<file path="src/rtl/led_sequencer.sv">
// LED pattern sequencer: steps a 4-bit decoder index through chase, bounce,
// flash or spin patterns at a programmable rate and pulses done on completion.
module led_sequencer #(
    parameter int TICK_DIV    = 12_500_000,
    parameter int FLASH_COUNT = 3
) (
    input  logic       clk,
    input  logic       rst,
    input  logic       start,
    input  logic       abort,
    input  logic [1:0] mode,
    input  logic [3:0] target,
    output logic [3:0] number,
    output logic       busy,
    output logic       done
);
    localparam int TW = (TICK_DIV > 1) ? $clog2(TICK_DIV) : 1;
    localparam logic [TW-1:0] TICK_LAST  = TW'(TICK_DIV - 1);
    localparam logic [4:0]    FLASH_LAST = 5'(2 * FLASH_COUNT - 1);
    localparam logic [3:0]    BLANK      = 4'd15;

    typedef enum logic {IDLE, RUN} state_t;

    state_t        state_q, state_d;
    logic [1:0]    mode_q, mode_d;
    logic [3:0]    target_q, target_d;
    logic [4:0]    step_q, step_d;
    logic [TW-1:0] tick_q, tick_d;
    logic [3:0]    number_q, number_d;
    logic          done_q, done_d;
    logic [3:0]    target_clamped;

    // Display value for a given step of a pattern.
    function automatic logic [3:0] seq_val(input logic [1:0] md, input logic [4:0] st,
                                           input logic [3:0] tg);
        logic [4:0] v;
        case (md)
            2'd0:    v = st;
            2'd1:    v = (st <= 5'd9) ? st : 5'd18 - st;
            2'd2:    v = st[0] ? {1'b0, BLANK} : {1'b0, tg};
            default: v = (st <= 5'd9) ? st : st - 5'd10;
        endcase
        return v[3:0];
    endfunction

    function automatic logic [4:0] last_step(input logic [1:0] md, input logic [3:0] tg);
        case (md)
            2'd0:    return 5'd9;
            2'd1:    return 5'd18;
            2'd2:    return FLASH_LAST;
            default: return 5'd10 + {1'b0, tg};
        endcase
    endfunction

    assign target_clamped = (target > 4'd9) ? 4'd9 : target;

    always_ff @(posedge clk) begin
        if (rst) begin
            state_q  <= IDLE;
            mode_q   <= 2'd0;
            target_q <= 4'd0;
            step_q   <= 5'd0;
            tick_q   <= '0;
            number_q <= BLANK;
            done_q   <= 1'b0;
        end else begin
            state_q  <= state_d;
            mode_q   <= mode_d;
            target_q <= target_d;
            step_q   <= step_d;
            tick_q   <= tick_d;
            number_q <= number_d;
            done_q   <= done_d;
        end
    end

    always_comb begin
        state_d  = state_q;
        mode_d   = mode_q;
        target_d = target_q;
        step_d   = step_q;
        tick_d   = tick_q;
        number_d = number_q;
        done_d   = 1'b0;
        case (state_q)
            IDLE: begin
                if (start) begin
                    state_d  = RUN;
                    mode_d   = mode;
                    target_d = target_clamped;
                    step_d   = 5'd0;
                    tick_d   = '0;
                    number_d = seq_val(mode, 5'd0, target_clamped);
                end
            end
            default: begin
                // Abort wins over a coincident step tick or completion.
                if (abort) begin
                    state_d  = IDLE;
                    step_d   = 5'd0;
                    tick_d   = '0;
                    number_d = BLANK;
                end else if (tick_q == TICK_LAST) begin
                    tick_d = '0;
                    if (step_q == last_step(mode_q, target_q)) begin
                        state_d  = IDLE;
                        step_d   = 5'd0;
                        number_d = BLANK;
                        done_d   = 1'b1;
                    end else begin
                        step_d   = step_q + 5'd1;
                        number_d = seq_val(mode_q, step_q + 5'd1, target_q);
                    end
                end else begin
                    tick_d = tick_q + TW'(1);
                end
            end
        endcase
    end

    assign number = number_q;
    assign busy   = (state_q == RUN);
    assign done   = done_q;
endmodule

</file>
<file path="config.mk">
export PLATFORM = sky130hd
export DESIGN_NAME = led_sequencer
export DESIGN_NICKNAME = d
export VERILOG_FILES = /design/src/rtl/led_sequencer.sv
export SDC_FILE = /design/constraint.sdc
export NUM_CORES = 1
export LEC_CHECK = 0
export CAP_MARGIN = 20
export CORE_ASPECT_RATIO = 1.2
export CORE_UTILIZATION = 59
export CTS_CLUSTER_DIAMETER = 40
export DETAILED_ROUTE_END_ITERATION = 8
export GPL_TIMING_DRIVEN = 0
export HOLD_SLACK_MARGIN = 0.1
export PLACE_DENSITY_LB_ADDON = 0.25
export SLEW_MARGIN = 10
export SYNTH_ARGS = -nofsm -noshare
export SYNTH_HDL_FRONTEND = slang
export SYNTH_SLANG_ARGS = --single-unit
</file>
<file path="constraint.sdc">
create_clock -name clk -period 2.7 [get_ports clk]
set_input_delay 0.27 -clock clk [delete_from_list [all_inputs] [get_ports clk]]
set_output_delay 0.27 -clock clk [all_outputs]
set_load 0.005 [all_outputs]
</file>
# ---- After elaboration in Yosys (flattened, before gate mapping)
# Index checks and enable logic that the tools add are counted.
dict set report totals {
  register_bits 41
  word_cells 57
}
dict set report op_classes {
  addsub 5
  magnitude_cmp 2
  eq_ne 6
  mux 30
  bitwise_logic 2
  reduce_logical 5
}
# operator count
set op_table {}
lappend op_table {{$mux W24} 4}
lappend op_table {{$mux W4} 10}
lappend op_table {{$mux W5} 8}
lappend op_table {{$add A24 B1 Y24 const B} 1}
lappend op_table {{$eq A24 B24 Y1 const B} 1}
lappend op_table {{$pmux W5 S3} 1}
lappend op_table {{$pmux W4 S3} 1}
lappend op_table {{$mux W1} 6}
lappend op_table {{$add A4 B4 Y5 const A} 1}
lappend op_table {{$add A5 B1 Y5 const B} 1}
lappend op_table {{$eq A5 B5 Y1} 1}
lappend op_table {{$le A5 B4 Y1 const B} 1}
lappend op_table {{$eq A2 B2 Y1 const B} 2}
lappend op_table {{$gt A4 B4 Y1 const B} 1}
lappend op_table {{$reduce_and A2 Y1} 2}
lappend op_table {{$reduce_or A4 Y1} 1}
lappend op_table {{$sub A2 B4 Y4 const A} 1}
lappend op_table {{$sub A4 B4 Y4 const B} 1}
lappend op_table {{$ne A3 B2 Y1 const B} 1}
lappend op_table {{$eq A2 B1 Y1 const B} 1}
lappend op_table {{$logic_not A2 Y1} 1}
lappend op_table {{$not A1 Y1} 2}
lappend op_table {{$reduce_bool A2 Y1} 1}

# ---- Depth between registers and ports, before layout
# Gate-level depths: netlist (run 1).
dict set report depth {
  word_depth 10
  depth_mapped 12
}

# ---- Least setup slack after synthesis (run 1)
# Ideal clock, no wire load.
dict set report synth_timing {
  path_type {register to register}
  startpoint {register step_q[0]}
  endpoint {register number_q[1], in the netlist number[1]}
  setup_ns 0.079
  t_arrival_ns 2.189
  setup_slack_ns 0.432
  stages_incl_launch_ff 13
  n_path_buf 1
  cell_sequence {dfxtp_1 > buf_6 > inv_1 > ha_1 > inv_1 > ha_1 > nor2b_1 > o21ai_0 > a21oi_1 > nor2_1 > a2bb2oi_1 > o221ai_1 > a22oi_1}
}
dict set report synth_via {
  elab_chain_cells 8
  word_cells_on_any_way 13
}
# item line
set synth_lines {}
lappend synth_lines {{start, declared} 27} ;# logic [4:0] step_q, step_d;
lappend synth_lines {{start signal, assigned} 70} ;# step_q <= step_d;
lappend synth_lines {{$add A5 B1 Y5} 112} ;# number_d = seq_val(mode_q, step_q + 5'd1, target_q);
lappend synth_lines {{$sub A4 B4 Y4 (tied with other cells)} 41} ;# default: v = (st <= 5'd9) ? st : st - 5'd10;
lappend synth_lines {{$mux W4 (on tied branches)} {41, 39}}
lappend synth_lines {{$pmux W4 S3} 37} ;# case (md)
lappend synth_lines {{$mux W4 *} 105} ;# if (step_q == last_step(mode_q, target_q)) begin
lappend synth_lines {{$mux W4 *} 103} ;# end else if (tick_q == TICK_LAST) begin
lappend synth_lines {{$mux W4 *} 98} ;# if (abort) begin
lappend synth_lines {{$mux W4 *} 85} ;# case (state_q)
lappend synth_lines {{end signal, assigned} 72} ;# number_q <= number_d;
lappend synth_lines {{end, declared} 29} ;# logic [3:0] number_q, number_d;
# Mark *: on every way between the ends. The rest lies on a longest branch, timed or not. The select of a mux whose other input is x is not followed.
# A chain may end at the register's enable or synchronous reset.

# ---- Worst setup path in the final report (run 1)
# Ends and elaborated chain as after synthesis.

==> results of run 1 <==
## path summary, 6_finish.rpt
kind,start,to,slack (ns)
hold reg to reg,tick_q[1]$_SDFFE_PP0P_,tick_q[1]$_SDFFE_PP0P_,0.48
setup reg to reg,step_q[0]$_SDFFE_PP0P_,number[1]$_SDFFE_PP1P_,0.19
setup / recovery,step_q[0]$_SDFFE_PP0P_,number[1]$_SDFFE_PP1P_,0.19
hold / removal,tick_q[1]$_SDFFE_PP0P_,tick_q[1]$_SDFFE_PP0P_,0.48
## power by group through the flow
stage	Combinational, uW	Sequential (uW)	Clock (uW)
after floorplan	110	646	0
after global placement	167	650	0
after detailed placement	169	650	0
after CTS	171	636	593
after global routing	188	638	613
final	172	636	582
## flip-flops by register name, summed over array words and instances (netlist names)
name and cells:
busy 1, done 1, tick_q 24, number 4
target_q 4, step_q 5, mode_q 2
## layout by cell type (no fill, tap or decap), types with 11 or more instances in the layout
cell	synthesis	routed
clkbuf_1	11	11
nand3_1	17	17
o21ai_0	11	11
a21oi_1	21	21
xor2_1	13	13
nand2_1	29	29
clkdlybuf4s50_1	0	15
dfxtp_1	41	40
xnor2_1	13	12
nor2_1	45	45
## layer usage
metal  global-route usage  wire, um  vias up
li1                     -         -     1127
met1                0.310      2340     1031
met2                0.510      2940       34
met3               0.0481       142       15
met4                0.114       150        0
met5                    0         0        -
## final cells by class
cell class                      count  area, um^2  area share
Multi-Input combinational cell    241        1500       0.537
Tap cell                           54        67.6      0.0242
Sequential cell                    41         822       0.294
Buffer                             15        82.6      0.0296
Timing Repair Buffer               15         150      0.0538
Inverter                           10        37.5      0.0134
Clock inverter                      3        65.1      0.0233
Clock buffer                        5        68.8      0.0246
## repair_timing
| action | 4_1_cts | 5_1_grt |
|---|---|---|
| setup endpoints to repair | 0 | 1 |
| resized for setup | 0 | 3 |
| buffers inserted | 0 | 0 |
## per-stage QoR
stage                     area, um^2  hold WS [ns]  utilization  std cells  power [uW]
final                           2790         0.483        0.709        384        1390
after CTS                       2780         0.483        0.706        384        1400
after detailed placement        2650         0.471        0.672        376         819
after global routing            2790         0.505        0.709        384        1440
after global placement          2650         0.458        0.672        376         817
after floorplan                 2430         0.406            -        307         756
## critical path: stages (launching register included)
cell       delay (ns)
dfxtp_2          0.40
buf_6            0.16
inv_1            0.10
ha_2             0.40
inv_1            0.07
ha_1             0.18
nor2b_1          0.13
o21ai_0          0.24
a21oi_1          0.11
nor2_1           0.20
a2bb2oi_1        0.20
o221ai_1         0.12
a22oi_1          0.13
## kinds of logic after synthesis
kind of cell               Yosys count
DFF                                 41
muxes                                1
AOI/OAI and AO/OA                   62
xor gates and xnor gates            26
buffers and inverters               25
adders and majority gates            7
and+or+nand+nor                    145
==> flow_summary.json, run 1 <==
{
  "gr-total-overflow": 0,
  "die_h_um": 72.3,
  "seqPwrFrac": 0.458,
  "drt_first_pass_iters": 4,
  "cp_data_arrival_time_ns": 2.73,
  "pre_cts_slack_ns": 0.0922,
  "hold_buffers": 0,
  "h-tree-depth": 2,
  "rsz0062_at_grt": "no",
  "portBuffers": 15,
  "synth_warnings": 0,
  "ys_ff_latch": 41,
  "antenna_left": 0,
  "place_congestion": 0.858,
  "ys.flop_type": "dfxtp_1",
  "powerDensity_nw_per_um2": 498,
  "relSlewSlack": 0.607,
  "timing.fmax_ghz": 0.399,
  "routed_wl_um": 5570,
  "grt_pass1_vias": 2073,
  "dp_hpwl_um": 4120,
  "whs_path_depth": 2,
  "nFillCells": 344,
  "muxShareOfSynthArea": 0.00412,
  "synth_top_area_cell": "dfxtp_1",
  "die_x_um": 60.6,
  "power_frac_clock": 0.419,
  "dr_total_vias": 2207,
  "cp-end-kind": "flop",
  "synth-xor-area-share": 0.0937,
  "clk_latency_ns": 0.30,
  "seq_area_frac_synth": 0.338,
  "wl_per_cell_um": 14.5,
  "syn_inst": 307,
  "synth_top_family_by_area": "simple AND/OR/NAND/NOR gates",
  "dieArea_um2": 4380,
  "grtUsageTotal": 0.279,
  "synth_compound_area_frac": 0.178,
  "drive_gt1_frac": 0.0788,
  "synth_area_um2": 2430,
  "comb_power_share": 0.124,
  "peakVddDrop_uv": 378,
  "max_slew.worst_pin.slew_ns": 0.589,
  "cts.path.max_buffers": 2,
  "area_growth_pct": 14.9,
  "root_buffer": "clkbuf_8",
  "synthTopCellsByCount": "nor2_1, dfxtp_1, nand2_1, a21oi_1, nand3_1",
  "drc": 0,
  "pin_count": 16,
  "clock_sinks": 41,
  "switchingPower_uw": 325,
  "grt_pass1_wl_um": 9260,
  "intPower_uw": 1070,
  "finalCritPeriodShare": 0.928,
  "setup_tns_ns": 0,
  "syn_nets": 324,
  "antenna_found_initial": 0,
  "path_max_fanout": 10,
  "r2r_cells": 12,
  "switching_share": 0.234,
  "synthAdderAreaFrac": 0.0360,
  "cts_tree": "built",
  "critPathLaunchType": "flop",
  "synth_edf_count": 0,
  "synthTopCellsByArea": "dfxtp_1, nor2_1, xnor2_1",
  "synth-simple-area-share": 0.301,
  "diodes": 0,
  "synth_most_common_cell": "nor2_1",
  "numCtsBuffers": 5,
  "setup_violations": 0,
  "hold_viol": 0,
  "clk_pin_slew_ns": 0.08,
  "p_leak_uw": 0.000955,
  "crit_required_ns": 2.92,
  "layout_setup_ws_ns": 0.195,
  "grt_max_degree": 14,
  "crit_type": "flop to flop",
  "drt-vias-per-instance": 5.75,
  "synth_top_cell_area_share": 0.338,
  "num_rows": 25,
  "cap_violations": 0,
  "start_util": 0.617,
  "skew_ns": 0.00809,
  "final_nets": 346,
  "drv_slew": 0,
  "core_um2": 3940,
  "status": "finished clean",
  "async_flop_share": 0,
  "fin_crit_ns": 2.51,
  "synth_cell_types": 55,
  "drtIter0Drc": 97,
  "synth.avg_cell_area_um2": 7.91,
  "hp-class": "flop to flop"
}
No activity file was read; power rests on OpenSTA's default activity.
==> inputs of run 2 (changes only) <==
Settings changed: ABC_AREA set to 1, CORE_UTILIZATION 59 to 60, CTS_BUF_LIST set to sky130_fd_sc_hd__clkbuf_16, MAX_ROUTING_LAYER set to met4.
==> run 2 against run 1 <==
- clock skew decreased by 0.0033 ns
- fmax increased by 2.9%
- power increased by 2.4%
- clock-buffer cell count unchanged
- worst setup slack improved by 0.070 ns
- non-clock buffer count decreased by 7
- clock power decreased by 0.9%
- critical path depth increased by 4
- highest routed layer unchanged
- design area increased by 14%
- sequential share of layout area decreased by 3.6 points
- cell count increased by 35%
==> flow_summary.json, run 2 <==
{
  "status": "finished clean",
  "grt_pass1_wl_um": 12500,
  "hold_end": "busy$_SDFF_PP0_",
  "r2r_end": "number[2]$_SDFFE_PP1P_",
  "power_frac_clock": 0.405,
  "gr-total-overflow": 0,
  "drv_slew": 0,
  "drt_first_pass_iters": 4,
  "setup_tns_ns": 0,
  "cts_tree": "built",
  "cts_resized": 0,
  "ys.flop_type": "dfxtp_1",
  "h-tree-depth": 2,
  "synth_area_um2": 2820,
  "hp-class": "input port to flop",
  "antenna_left": 0,
  "grtUsageTotal": 0.330,
  "synthTopCellsByCount": "nand2_1, inv_1, nor2_1, dfxtp_1, a21oi_1",
  "largest_reg_flops": 24,
  "clk_pin_slew_ns": 0.06,
  "peakVddDrop_uv": 313,
  "dr_total_vias": 2893,
  "fin_util": 0.723,
  "ys_ff_latch": 41,
  "final_cell_mix": "nand2_1, inv_1, nor2_1",
  "pre_cts_slack_ns": 0.283,
  "skew_ns": 0.00481,
  "setup_violations": 0,
  "synth_warnings": 0,
  "critical-path-max-stage-delay_ns": 0.39,
  "hold_viol": 0,
  "final_nets": 480,
  "drt-vias-per-instance": 5.56,
  "r2r_cells": 16,
  "relSlewSlack": 0.661,
  "path_max_fanout": 9,
  "synth.avg_cell_area_um2": 6.39,
  "largest-register": "tick_q",
  "start_util": 0.643,
  "dpl_cell_area_um2": 3030,
  "numCtsBuffers": 5,
  "pin_count": 16,
  "grt_pass1_vias": 2809,
  "reg_top3": "tick_q (24), step_q (5)",
  "intPower_uw": 1040,
  "cap_violations": 0,
  "p_leak_uw": 0.00126,
  "cp_data_arrival_time_ns": 2.61,
  "final_area_um2": 3180,
  "seqPwrFrac": 0.449,
  "switchingPower_uw": 380,
  "grt_max_degree": 14,
  "synth_top_cell_area_share": 0.291,
  "layout_setup_ws_ns": 0.265,
  "switching_share": 0.267,
  "max_slew.worst_pin.slew_ns": 0.509,
  "regToRegStartpoint": "step_q[0]$_SDFFE_PP0P_",
  "seq_area_frac_synth": 0.291,
  "r2r_slack_ns": 0.27,
  "fin_crit_ns": 2.43,
  "dp_hpwl_um": 5560,
  "cts_setup_buffers": 0,
  "critPathLaunchType": "flop",
  "async_flop_share": 0,
  "hold_buffers": 0,
  "drive_gt1_frac": 0.125,
  "final_common_cell": "nand2_1",
  "synth_cell_types": 38,
  "finalPower_uw": 1420,
  "syn_inst": 442,
  "cp_slowest_cell": "ha_1",
  "worstPathCellList": "clkbuf_2 > inv_1 > ha_1 > inv_1 > ha_1 > nand2_1 > nand3_1 > nand3_2 > nand2_2 > nand2_1 > nand3_1 > nand2_1 > nand2_1 > nand2_1 > nand2_1 > nand2_1",
  "drtIter0Drc": 179,
  "routed_wl_um": 7270,
  "drc": 0,
  "timing.fmax_ghz": 0.411,
  "rsz0062_at_grt": "no",
  "die_x_um": 64.6,
  "place_congestion": 0.936,
  "die_h_um": 77.2,
  "syn_nets": 459,
  "synth_most_common_cell": "nand2_1",
  "crit_required_ns": 2.88,
  "finalCritPeriodShare": 0.902,
  "dieArea_um2": 4990,
  "clk_latency_ns": 0.28,
  "wl_per_cell_um": 14.0,
  "cp_common_cell": "nand2_1",
  "cts.path.max_buffers": 2,
  "root_buffer": "clkbuf_16",
  "diodes": 0,
  "portBuffers": 14,
  "nFillCells": 401,
  "comb_power_share": 0.146,
  "synthTopCellsByArea": "dfxtp_1, nand2_1, inv_1",
  "powerDensity_nw_per_um2": 448,
  "antenna_found_initial": 0,
  "num_rows": 26,
  "whs_path_depth": 2,
  "synth_top_area_cell": "dfxtp_1",
  "core_um2": 4390,
  "synth_edf_count": 0,
  "area_growth_pct": 12.5,
  "cp-end-kind": "flop",
  "crit_type": "flop to flop",
  "hp-start": "rst",
  "clock_sinks": 41
}
[run 2: cell types whose count changed in the layout (fill, tap and decap cells not counted), moves of 10 or more]
cell / change
nand2_1: +79
inv_1: +39
a21oi_1: +15
nand3_1: +13
xnor2_1: -10
[run 2: critical path: cells and delay by family, from the launching register on]
kind,cells,cell delay [ns]
buffers and inverters,3,0.59
DFF,1,0.33
and+or+nand+nor,11,0.80
adders and majority gates,2,0.60
[run 2: cell type report]
type | count | area [um^2] | share of cell area
well taps | 56 | 70.1 | 0.0221
plain buffers | 9 | 61.3 | 0.0193
clock inverters | 3 | 17.5 | 0.00551
clock buffers | 5 | 125 | 0.0394
inverters | 61 | 233 | 0.0733
multi-input cells | 331 | 1710 | 0.538
repair buffers | 14 | 140 | 0.0441
flip-flops and latches | 41 | 821 | 0.258
[run 2: worst max path at each step]
stage                                      start                     end  cells past startpoint
after floorplan           step_q[0]$_SDFFE_PP0P_  number[2]$_SDFFE_PP1P_                     16
after CTS                 step_q[0]$_SDFFE_PP0P_  number[2]$_SDFFE_PP1P_                     16
after global placement    step_q[0]$_SDFFE_PP0P_  number[2]$_SDFFE_PP1P_                     14
after global routing      step_q[0]$_SDFFE_PP0P_  number[2]$_SDFFE_PP1P_                     16
final                     step_q[0]$_SDFFE_PP0P_  number[2]$_SDFFE_PP1P_                     16
after detailed placement  step_q[0]$_SDFFE_PP0P_  number[2]$_SDFFE_PP1P_                     16
[run 2: power by group through the flow]
stage | combinational [uW] | clock (uW) | sequential (uW)
after floorplan | 137 | 0 | 649
after global placement | 201 | 0 | 650
after detailed placement | 205 | 0 | 652
after CTS | 208 | 589 | 639
after global routing | 233 | 618 | 641
final | 208 | 577 | 639
[run 2: stage by stage]
stage / hold WS (ns) / instances
after floorplan: 0.435 / 442
after global placement: 0.452 / 512
after detailed placement: 0.463 / 512
after CTS: 0.418 / 520
after global routing: 0.453 / 520
final: 0.417 / 520
[run 2: layer usage]
layer	share of wire	global-route usage	vias up
met2	0.52	0.569	58
met3	0.026	0.0580	32
met1	0.40	0.343	1323
met5	0	-	-
met4	0.053	0.200	0
li1	-	-	1480
[run 2: logic make-up after synthesis]
group,share of synthesized area
flops,0.291
xor+xnor,0.0186
fa+ha+maj,0.0310
simple gates,0.424
buf+inv,0.104
compound gates,0.131
